$ cat config.mk
export PLATFORM = sky130hd
export DESIGN_NAME = seq_alu
export DESIGN_NICKNAME = d
export VERILOG_FILES = /design/src/rtl/alu_pkg.sv /design/src/rtl/iter_muldiv_core.sv /design/src/rtl/seq_alu.sv
export SDC_FILE = /design/constraint.sdc
export NUM_CORES = 1
export LEC_CHECK = 0
export ABC_AREA = 1
export CAP_MARGIN = 20
export CORE_MARGIN = 8
export CORE_UTILIZATION = 46
export DETAILED_ROUTE_END_ITERATION = 12
export PLACE_DENSITY_LB_ADDON = 0.12
export SLEW_MARGIN = 20
export SYNTH_ARGS = -nofsm -noshare
export SYNTH_HDL_FRONTEND = slang
export SYNTH_HIERARCHICAL = 1
export SYNTH_SLANG_ARGS = --single-unit
$ cat constraint.sdc
create_clock -name clk -period 4.7 [get_ports clk]
set_input_delay 1.41 -clock clk [delete_from_list [all_inputs] [get_ports clk]]
set_output_delay 1.41 -clock clk [all_outputs]
set_load 0.01 [all_outputs]
$ cat src/rtl/alu_pkg.sv
// Shared opcodes, FSM states and error encodings for the sequential ALU.
package alu_pkg;

    localparam logic [3:0] OP_ADD = 4'd0;
    localparam logic [3:0] OP_SUB = 4'd1;
    localparam logic [3:0] OP_MUL = 4'd2;
    localparam logic [3:0] OP_DIV = 4'd3;
    localparam logic [3:0] OP_MOD = 4'd4;

    localparam int         ERR_OVF     = 0;
    localparam int         ERR_DIV0    = 1;
    localparam logic [1:0] ERR_ILLEGAL = 2'b11;

    typedef enum logic [1:0] {
        IDLE   = 2'd0,
        ITER   = 2'd1,
        FINISH = 2'd2
    } state_t;

    function automatic logic is_divmod(input logic [3:0] op);
        return (op == OP_DIV) || (op == OP_MOD);
    endfunction

endpackage

$ cat src/rtl/iter_muldiv_core.sv
// Bit-serial unsigned multiplier / restoring divider sharing one hi:lo shift pair.
// Outputs are the post-step values so the caller can register the final answer on the last step.
module iter_muldiv_core #(
    parameter int WIDTH = 16
) (
    input  logic               clk,
    input  logic               rst_n,
    input  logic               load,
    input  logic               step,
    input  logic               is_div,
    input  logic [WIDTH-1:0]   a_mag,
    input  logic [WIDTH-1:0]   b_mag,
    output logic [2*WIDTH-1:0] product,
    output logic [WIDTH-1:0]   quotient,
    output logic [WIDTH-1:0]   remainder,
    output logic               last
);

    localparam int CW = $clog2(WIDTH + 1);

    logic [WIDTH-1:0] hi_q, hi_d, lo_q, lo_d, b_q, b_d;
    logic [CW-1:0]    cnt_q, cnt_d;
    logic             div_q, div_d;
    logic [WIDTH:0]   sum, rsh, diff;
    logic             ge;

    always_ff @(posedge clk or negedge rst_n) begin
        if (!rst_n) begin
            hi_q  <= '0;
            lo_q  <= '0;
            b_q   <= '0;
            cnt_q <= '0;
            div_q <= 1'b0;
        end else begin
            hi_q  <= hi_d;
            lo_q  <= lo_d;
            b_q   <= b_d;
            cnt_q <= cnt_d;
            div_q <= div_d;
        end
    end

    // hi stays below the divisor, so rsh - b never reaches 2^WIDTH and bit WIDTH is the borrow.
    always_comb begin
        sum  = {1'b0, hi_q} + (lo_q[0] ? {1'b0, b_q} : '0);
        rsh  = {hi_q, lo_q[WIDTH-1]};
        diff = rsh - {1'b0, b_q};
        ge   = ~diff[WIDTH];
    end

    always_comb begin
        hi_d  = hi_q;
        lo_d  = lo_q;
        b_d   = b_q;
        cnt_d = cnt_q;
        div_d = div_q;
        if (load) begin
            hi_d  = '0;
            lo_d  = a_mag;
            b_d   = b_mag;
            cnt_d = CW'(WIDTH);
            div_d = is_div;
        end else if (step && cnt_q != '0) begin
            if (div_q) begin
                hi_d = ge ? diff[WIDTH-1:0] : rsh[WIDTH-1:0];
                lo_d = {lo_q[WIDTH-2:0], ge};
            end else begin
                hi_d = sum[WIDTH:1];
                lo_d = {sum[0], lo_q[WIDTH-1:1]};
            end
            cnt_d = cnt_q - CW'(1);
        end
    end

    assign product   = {hi_d, lo_d};
    assign quotient  = lo_d;
    assign remainder = hi_d;
    assign last      = step && (cnt_q == CW'(1));

endmodule

$ cat src/rtl/seq_alu.sv
// Clocked signed ALU: single-cycle add/sub, iterative mul/div/mod behind start/busy/done.
module seq_alu
    import alu_pkg::*;
#(
    parameter int WIDTH = 16
) (
    input  logic               clk,
    input  logic               rst_n,
    input  logic               start,
    input  logic [3:0]         op_code,
    input  logic [WIDTH-1:0]   operand_a,
    input  logic [WIDTH-1:0]   operand_b,
    output logic               busy,
    output logic               done,
    output logic [2*WIDTH-1:0] result,
    output logic [1:0]         err_code
);

    localparam int RW = 2 * WIDTH;

    state_t           state_q, state_d;
    logic [3:0]       op_q, op_d;
    logic             neg_q, neg_d;
    logic [RW-1:0]    result_q, result_d;
    logic [1:0]       err_q, err_d;

    logic             accept, load, step, last;
    logic             a_neg, b_neg, b_zero, iter_op;
    logic [WIDTH-1:0] a_mag, b_mag, quot, rem;
    logic [RW-1:0]    prod, mag_final;
    logic [WIDTH:0]   a_ext, b_ext, addsub;

    assign a_neg   = operand_a[WIDTH-1];
    assign b_neg   = operand_b[WIDTH-1];
    assign a_mag   = a_neg ? -operand_a : operand_a;
    assign b_mag   = b_neg ? -operand_b : operand_b;
    assign b_zero  = (operand_b == '0);
    assign iter_op = (op_code == OP_MUL) || (is_divmod(op_code) && !b_zero);
    assign a_ext   = {a_neg, operand_a};
    assign b_ext   = {b_neg, operand_b};
    assign addsub  = (op_code == OP_SUB) ? (a_ext - b_ext) : (a_ext + b_ext);

    iter_muldiv_core #(.WIDTH(WIDTH)) u_core (
        .clk       (clk),
        .rst_n     (rst_n),
        .load      (load),
        .step      (step),
        .is_div    (is_divmod(op_code)),
        .a_mag     (a_mag),
        .b_mag     (b_mag),
        .product   (prod),
        .quotient  (quot),
        .remainder (rem),
        .last      (last)
    );

    always_ff @(posedge clk or negedge rst_n) begin
        if (!rst_n) state_q <= IDLE;
        else        state_q <= state_d;
    end

    // FINISH behaves like IDLE for acceptance so a start in the done cycle is taken.
    always_comb begin
        state_d = state_q;
        case (state_q)
            ITER:    if (last) state_d = FINISH;
            default: state_d = accept ? (load ? ITER : FINISH) : IDLE;
        endcase
    end

    always_comb begin
        busy   = (state_q == ITER);
        done   = (state_q == FINISH);
        accept = start && (state_q != ITER);
        load   = accept && iter_op;
        step   = (state_q == ITER);
    end

    always_ff @(posedge clk or negedge rst_n) begin
        if (!rst_n) begin
            op_q     <= '0;
            neg_q    <= 1'b0;
            result_q <= '0;
            err_q    <= '0;
        end else begin
            op_q     <= op_d;
            neg_q    <= neg_d;
            result_q <= result_d;
            err_q    <= err_d;
        end
    end

    always_comb begin
        op_d      = op_q;
        neg_d     = neg_q;
        result_d  = result_q;
        err_d     = err_q;
        mag_final = '0;
        if (accept) begin
            op_d  = op_code;
            neg_d = (op_code == OP_MOD) ? a_neg : (a_neg ^ b_neg);
        end
        if (accept && !load) begin
            case (op_code)
                OP_ADD, OP_SUB: begin
                    result_d        = {{(RW-WIDTH-1){addsub[WIDTH]}}, addsub};
                    err_d           = '0;
                    err_d[ERR_OVF]  = addsub[WIDTH] ^ addsub[WIDTH-1];
                end
                OP_DIV, OP_MOD: begin
                    result_d        = '0;
                    err_d           = '0;
                    err_d[ERR_DIV0] = 1'b1;
                end
                default: begin
                    result_d = '0;
                    err_d    = ERR_ILLEGAL;
                end
            endcase
        end
        // Magnitudes are at most 2^(WIDTH-1) per operand, so negation in RW bits is exact.
        if (last) begin
            case (op_q)
                OP_MUL:  mag_final = prod;
                OP_DIV:  mag_final = {{(RW-WIDTH){1'b0}}, quot};
                default: mag_final = {{(RW-WIDTH){1'b0}}, rem};
            endcase
            result_d = neg_q ? -mag_final : mag_final;
            err_d    = '0;
        end
    end

    assign result   = result_q;
    assign err_code = err_q;

endmodule

# == Word level (Yosys, flattened, before mapping) ==
# Index checks and enable logic that the tools add are counted.
# totals
elab_cells,76
out_inout_bits,36
regBits,95
# op_classes
bitwise,3
n_mux,27
reduce_logical,17
add_sub_neg,8
n_eq_ne,11
# op_table
cell,count
16-bit 2-to-1 mux,10
32-bit 2-to-1 mux,5
32-bit case mux with 2 select lines,1
16-bit negator,2
32-bit negator,1
16-bit by 16-bit adder with 17-bit output,1
16-bit by 17-bit adder with 17-bit output,1
17-bit 2-to-1 mux,1
16-bit by 16-bit subtractor with 17-bit output,1
17-bit by 16-bit subtractor with 17-bit output,1
"4-bit by 2-bit equality test with 1-bit output, second input constant",4
16-bit logical NOT,1
2-bit 2-to-1 mux,6
5-bit 2-to-1 mux,2
1-bit logical AND,6
"5-bit by 1-bit equality test with 1-bit output, second input constant",1
5-bit nonzero test,1
"5-bit by 1-bit subtractor with 5-bit output, second input constant",1
"4-bit by 1-bit equality test with 1-bit output, second input constant",1
"4-bit by 3-bit equality test with 1-bit output, second input constant",1
4-bit logical NOT,1
2-bit case mux with 2 select lines,1
2-bit nonzero test,2
2-bit OR reduction,2
9 further kinds,12

# == Depth between registers and ports, before layout ==
# depth
word_depth,11
mapped_depth,34
mapped_depth_nobuf,31

# == By module ==
# Netlist, hierarchy kept.
# modules_own_cells
mod,cells_each,seq_area_each_um2,area_per_inst_um2,n_inst
iter_muldiv_core,826,1351.3,5268.8,1
seq_alu,882,1026.0,5232.5,1

# == Worst setup path before layout ==
# OpenSTA, ideal clock, no wires.
# synth_path
kind,input to register
start,input port operand_b[1]
end,register result_q[14] (netlist: result[14])
path_slack_ns,0.211
required_time_ns,4.583
setup_ns,0.117
path_stages,28
t_arrival_ns,4.372
path_cell_list,inv_1 > ha_1 > nand2_1 > nor2_2 > nand4_1 > nand2_1 > nand2_1 > nand2_1 > inv_1 > clkbuf_1 > nor2_1 > inv_1 > clkbuf_1 > o211ai_1 > buf_4 > nand3b_1 > nand3_2 > ha_1 > nand3_2 > nor2_4 > nand3_2 > nand2_4 > buf_6 > nand2_1 > nand3_1 > nand2_1 > nand2_1 > nand2_1
# synth_between
elab_chain_len,11
# synth_lines
element,line,rtl
start: declaration,seq_alu.sv:12,"input logic [WIDTH-1:0] operand_b,"
16-bit logical NOT,seq_alu.sv:37,assign b_zero = (operand_b == '0);
1-bit logical NOT,seq_alu.sv:38,assign iter_op = (op_code == OP_MUL) || (is_divmod(op_code) && !b_zero);
1-bit logical AND,seq_alu.sv:38,
1-bit logical OR,seq_alu.sv:38,
1-bit logical AND,seq_alu.sv:75,load = accept && iter_op;
named net load,seq_alu.sv:27,"logic accept, load, step, last;"
16-bit 2-to-1 mux,iter_muldiv_core.sv:57,if (load) begin
named net prod[1],seq_alu.sv:30,"logic [RW-1:0] prod, mag_final;"
32-bit case mux with 2 select lines,seq_alu.sv:123,case (op_q)
32-bit 2-to-1 mux,seq_alu.sv:122,if (last) begin
32-bit negator,seq_alu.sv:128,result_d = neg_q ? -mag_final : mag_final;
32-bit 2-to-1 mux,seq_alu.sv:128,
32-bit 2-to-1 mux,seq_alu.sv:122,
end signal: assignment,seq_alu.sv:88,result_q <= result_d;
end: declaration,seq_alu.sv:24,"logic [RW-1:0] result_q, result_d;"
# The timed path passes the listed nets, and every way through them passes these cells. The select of a mux whose other input is x is not followed.
# A chain may end at the register's enable or synchronous reset.

# == Worst setup path after layout ==
# layout_path
start,input port operand_b[4]
end,register result_q[17] (netlist: result[17])
# layout_between
elab_chain_len,11
# layout_lines
element,line
16-bit logical NOT,seq_alu.sv:37
1-bit logical NOT,seq_alu.sv:38
1-bit logical AND,seq_alu.sv:38
1-bit logical OR,seq_alu.sv:38
1-bit logical AND,seq_alu.sv:75
16-bit 2-to-1 mux,iter_muldiv_core.sv:57
32-bit case mux with 2 select lines,seq_alu.sv:123
32-bit 2-to-1 mux,seq_alu.sv:122
32-bit negator,seq_alu.sv:128
32-bit 2-to-1 mux,seq_alu.sv:128
32-bit 2-to-1 mux,seq_alu.sv:122
# Several ways; a longest one is shown, not always the timed one. The select of a mux whose other input is x is not followed.

==> flow_summary.yaml <==
run_status:
  status: "finished clean"
power_and_ir_drop:
  pwr_per_cell_area_mw_per_mm2: 520
  vdd.ir_drop.worst_mv: 0.247
  power.leakage_nw: 7.07
  design_power_total_mw: 6.93
synth:
  yosys.cell_types.count: 51
  synth_nets: 1804
  synth_sequential_area_ratio: 0.226
  yosys.cell_count.top_type: "sky130_fd_sc_hd__nand2_1"
  ys_seq_elements: 95
  yosysWarningCount: 6
  netlist_top_cells_area: "sky130_fd_sc_hd__dfrtp_1, sky130_fd_sc_hd__nand2_1, sky130_fd_sc_hd__inv_1, sky130_fd_sc_hd__nand3_1, sky130_fd_sc_hd__ha_1"
  synth-edff-count: 0
  predominant_post_synthesis_flop_cell: "sky130_fd_sc_hd__dfrtp_1"
  asyncSetResetFlopFracSynth: 1.00
  post_synth.cell_area_avg_sq_um: 6.15
  cell_type_with_the_highest_aggregate_area_in_the_netlist: "sky130_fd_sc_hd__dfrtp_1"
  ranking_of_synthesized_cells_by_instance_count: "sky130_fd_sc_hd__nand2_1, sky130_fd_sc_hd__inv_1, sky130_fd_sc_hd__nand3_1, sky130_fd_sc_hd__nor2_1, sky130_fd_sc_hd__o21ai_0"
  synth_top_cell_area_share: 0.226
  number_of_standard_cells_after_synthesis: 1708
  netlist_area_sq_mm: 0.0105
die:
  die_h_um: 167
  die-area_sq_mm: 0.0279
  initial_utilization: 0.467
  die_w_um: 167
  coreArea_sq_mm: 0.0225
  placementRows: 55
  io_pins: 75
clock_tree:
  hold_buffers: 0
  htree_levels: 3
  clock_path_buffers: 2
  clkSlewWorstSetupHoldPaths_ns: 0.08
  cts_num_sinks: 95
  clock_latency_ns: 0.35
  cts_tree: "done"
  clk_root_buffer_cell: "sky130_fd_sc_hd__clkbuf_16"
  numCtsBuffers: 9
setup_path:
  rr_endpoint: "result[14]$_DFFE_PN0P_"
  worstReg2RegStart: "u_core/lo_q[15]$_DFF_PN0_"
  critPathCaptureType: "flip-flop"
  class_of_the_most_critical_setup_path: "in2reg"
  worst-path-buf-inv: 4
  startpoint: "operand_b[4]"
  critPathTopFamily: "simple AND/OR/NAND/NOR gates"
  worst-r2r-cell-count: 26
  worstPathMaxFanout: 8
  setup.worst_path.start_class: "input port"
  crit_arrival_ns: 4.68
  r2r_setup_slack_ns: 0.82
  worstPathRequired_ns: 4.94
  crit_path_max_incr_delay_ns: 0.42
  critical_path_s_slowest_cell: "sky130_fd_sc_hd__clkdlybuf4s50_1"
timing:
  drv_slew: 0
  fin_ws_ns: 0.265
  unrepaired_setup_endpoints_after_global_routing: "no"
  timing.final.setup_violations: 0
  final.setup.tns_ns: 0
  timing_worst_slew_pin_value_ns: 0.776
  fmax_mhz: 225
  post-route-min-period_ns: 4.44
  finClkSkew_ns: 0.0155
  finalCritPeriodShare: 0.944
  slew_headroom: 0.483
  finalHoldViolations: 0
  fin_hold_ws_ns: 0.483
layout:
  area_growth_syn_to_layout_pct: 26.9
  final_core_util: 0.592
  n_antenna_cell: 0
  layout.cell_area.non_filler_sq_mm: 0.0133
  final_net_count: 2020
  nFillCells: 2237
  final_cell_count_no_fill: 2214
  drive_gt1_frac: 0.187
routing:
  post_drt_wl_per_cell_um: 16.0
  firstDrtPassIters: 6
  dr.first_iter.drc_count: 830
  detail-route-antenna-nets: 0
  route.detailed.drc: 0
  vias: 11500
  route.final.wire_length_um: 35500
  route.detailed.vias_per_inst: 5.21
grt:
  grt_pass1_vias: 10900
  grt_max_degree: 56
  grt_antenna_before_repair: 0
  grt_pass1_wl_um: 56800
  grt_remaining_overflow: 0
  grt_use_total: 0.250
worst_hold_path:
  min_to: "result[11]$_DFFE_PN0P_"
  timing.hold.worst_path_depth: 2
  hold_wc_path_type: "reg2reg"
  min_from: "result[11]$_DFFE_PN0P_"
placement:
  final_wtd_congestion: 0.959
  buffer_ports.inserted: 74
  dp_hpwl_um: 28700
  place_ws_ns: -0.425
  placedInstanceArea_sq_mm: 0.0127
  dpl.cell_count: 2189
flow_run:
  max-cap-violations: 0
state kept, by name, summed over array words and instances (netlist names), 2 cells and up:
name          flops
err_code          2
u_core/b_q       16
result           32
state_q           2
u_core/lo_q      16
u_core/hi_q      16
op_q              4
u_core/cnt_q      5
power breakdown:
group	leakage [nW]	total [mW]	switching, mW	internal (mW)
combinational	5.74	4.87	2.97	1.90
sequential	1.20	1.36	0.286	1.07
clock	0.131	0.700	0.335	0.365
routing by layer:
layer / wire length [um] / global-route usage / vias up
met5: 0 / 0 / -
met1: 16000 / 0.328 / 5308
met4: 859 / 0.0748 / 0
met2: 16800 / 0.429 / 331
met3: 1810 / 0.0254 / 55
li1: - / - / 5842
layout make-up:
class                           instances  area (sq um)  share of cell area
Inverter                              273          1030              0.0771
Sequential cell                        95          2380               0.178
Clock inverter                          5          38.8             0.00291
Timing Repair Buffer                  287          2420               0.182
Clock buffer                           11           233              0.0175
Multi-Input combinational cell       1258          6870               0.516
Tap cell                              285           357              0.0268
worst max-delay path by stage:
stage                                   endpoint  slack (ns)  cells past startpoint
after detailed placement  result[29]$_DFFE_PN0P_       -0.43                     26
after global placement    result[27]$_DFFE_PN0P_       -0.37                     26
after CTS                 result[31]$_DFFE_PN0P_      0.0008                     26
after floorplan           result[14]$_DFFE_PN0P_        0.21                     28
final                     result[17]$_DFFE_PN0P_        0.26                     25
after global routing      result[15]$_DFFE_PN0P_       0.009                     23
placed cells by master, fill, tap and decap left out, types with 4 or more instances in the layout:
| master | Yosys | final |
|---|---|---|
| sky130_fd_sc_hd__nor3_1 | 15 | 12 |
| sky130_fd_sc_hd__nor2_1 | 116 | 108 |
| sky130_fd_sc_hd__clkdlybuf4s50_1 | 0 | 68 |
| sky130_fd_sc_hd__xnor2_1 | 15 | 15 |
| sky130_fd_sc_hd__dfrtp_1 | 95 | 95 |
| sky130_fd_sc_hd__nand2_2 | 19 | 28 |
| sky130_fd_sc_hd__nand3_1 | 147 | 134 |
| sky130_fd_sc_hd__nand2_1 | 532 | 522 |
| sky130_fd_sc_hd__a21oi_1 | 66 | 61 |
| sky130_fd_sc_hd__a31oi_1 | 9 | 9 |
| sky130_fd_sc_hd__ha_1 | 54 | 53 |
| sky130_fd_sc_hd__nand3b_1 | 38 | 38 |
| sky130_fd_sc_hd__a21oi_2 | 3 | 8 |
| sky130_fd_sc_hd__nor2_2 | 10 | 14 |
| sky130_fd_sc_hd__nand3_4 | 2 | 4 |
| sky130_fd_sc_hd__nor2_4 | 5 | 9 |
| sky130_fd_sc_hd__nand2_4 | 3 | 6 |
| sky130_fd_sc_hd__xor2_1 | 22 | 22 |
| sky130_fd_sc_hd__buf_12 | 1 | 4 |
| sky130_fd_sc_hd__nand3_2 | 21 | 32 |
| sky130_fd_sc_hd__o22ai_1 | 4 | 4 |
| sky130_fd_sc_hd__inv_1 | 263 | 260 |
| sky130_fd_sc_hd__o21ai_1 | 6 | 9 |
| sky130_fd_sc_hd__o21ai_0 | 100 | 96 |
| sky130_fd_sc_hd__clkbuf_16 | 0 | 10 |
| sky130_fd_sc_hd__nand4_1 | 21 | 21 |
| sky130_fd_sc_hd__inv_2 | 8 | 10 |
| sky130_fd_sc_hd__o211ai_1 | 9 | 9 |
| sky130_fd_sc_hd__buf_4 | 35 | 207 |
| sky130_fd_sc_hd__dlymetal6s2s_1 | 0 | 5 |
| sky130_fd_sc_hd__o221ai_2 | 0 | 5 |
worst reg2reg max path: cells and delay by family (launching register included):
kind | cells | cell delay (ns)
flops | 1 | 0.36
buf+inv | 3 | 0.23
simple gates | 19 | 2.16
compound gates | 1 | 0.19
fa+ha+maj | 3 | 0.84
cells by family (layout without fill, tap and decap cells):
kind of cell | Yosys count | after routing | synth area share
simple gates | 941 | 943 | 0.407
buf+inv | 357 | 576 | 0.147
compound gates | 218 | 218 | 0.115
flops | 95 | 95 | 0.226
fa+ha+maj | 57 | 57 | 0.0701
xor+xnor | 37 | 37 | 0.0309
mux | 3 | 3 | 0.00286
timing repair:
action                     4_1_cts  5_1_grt
buffers inserted                 0        6
pin swaps                        0       20
setup endpoints to repair       16       31
gates cloned                     0        3
resized for setup                2       74
Power figures use the tool's default switching activity.
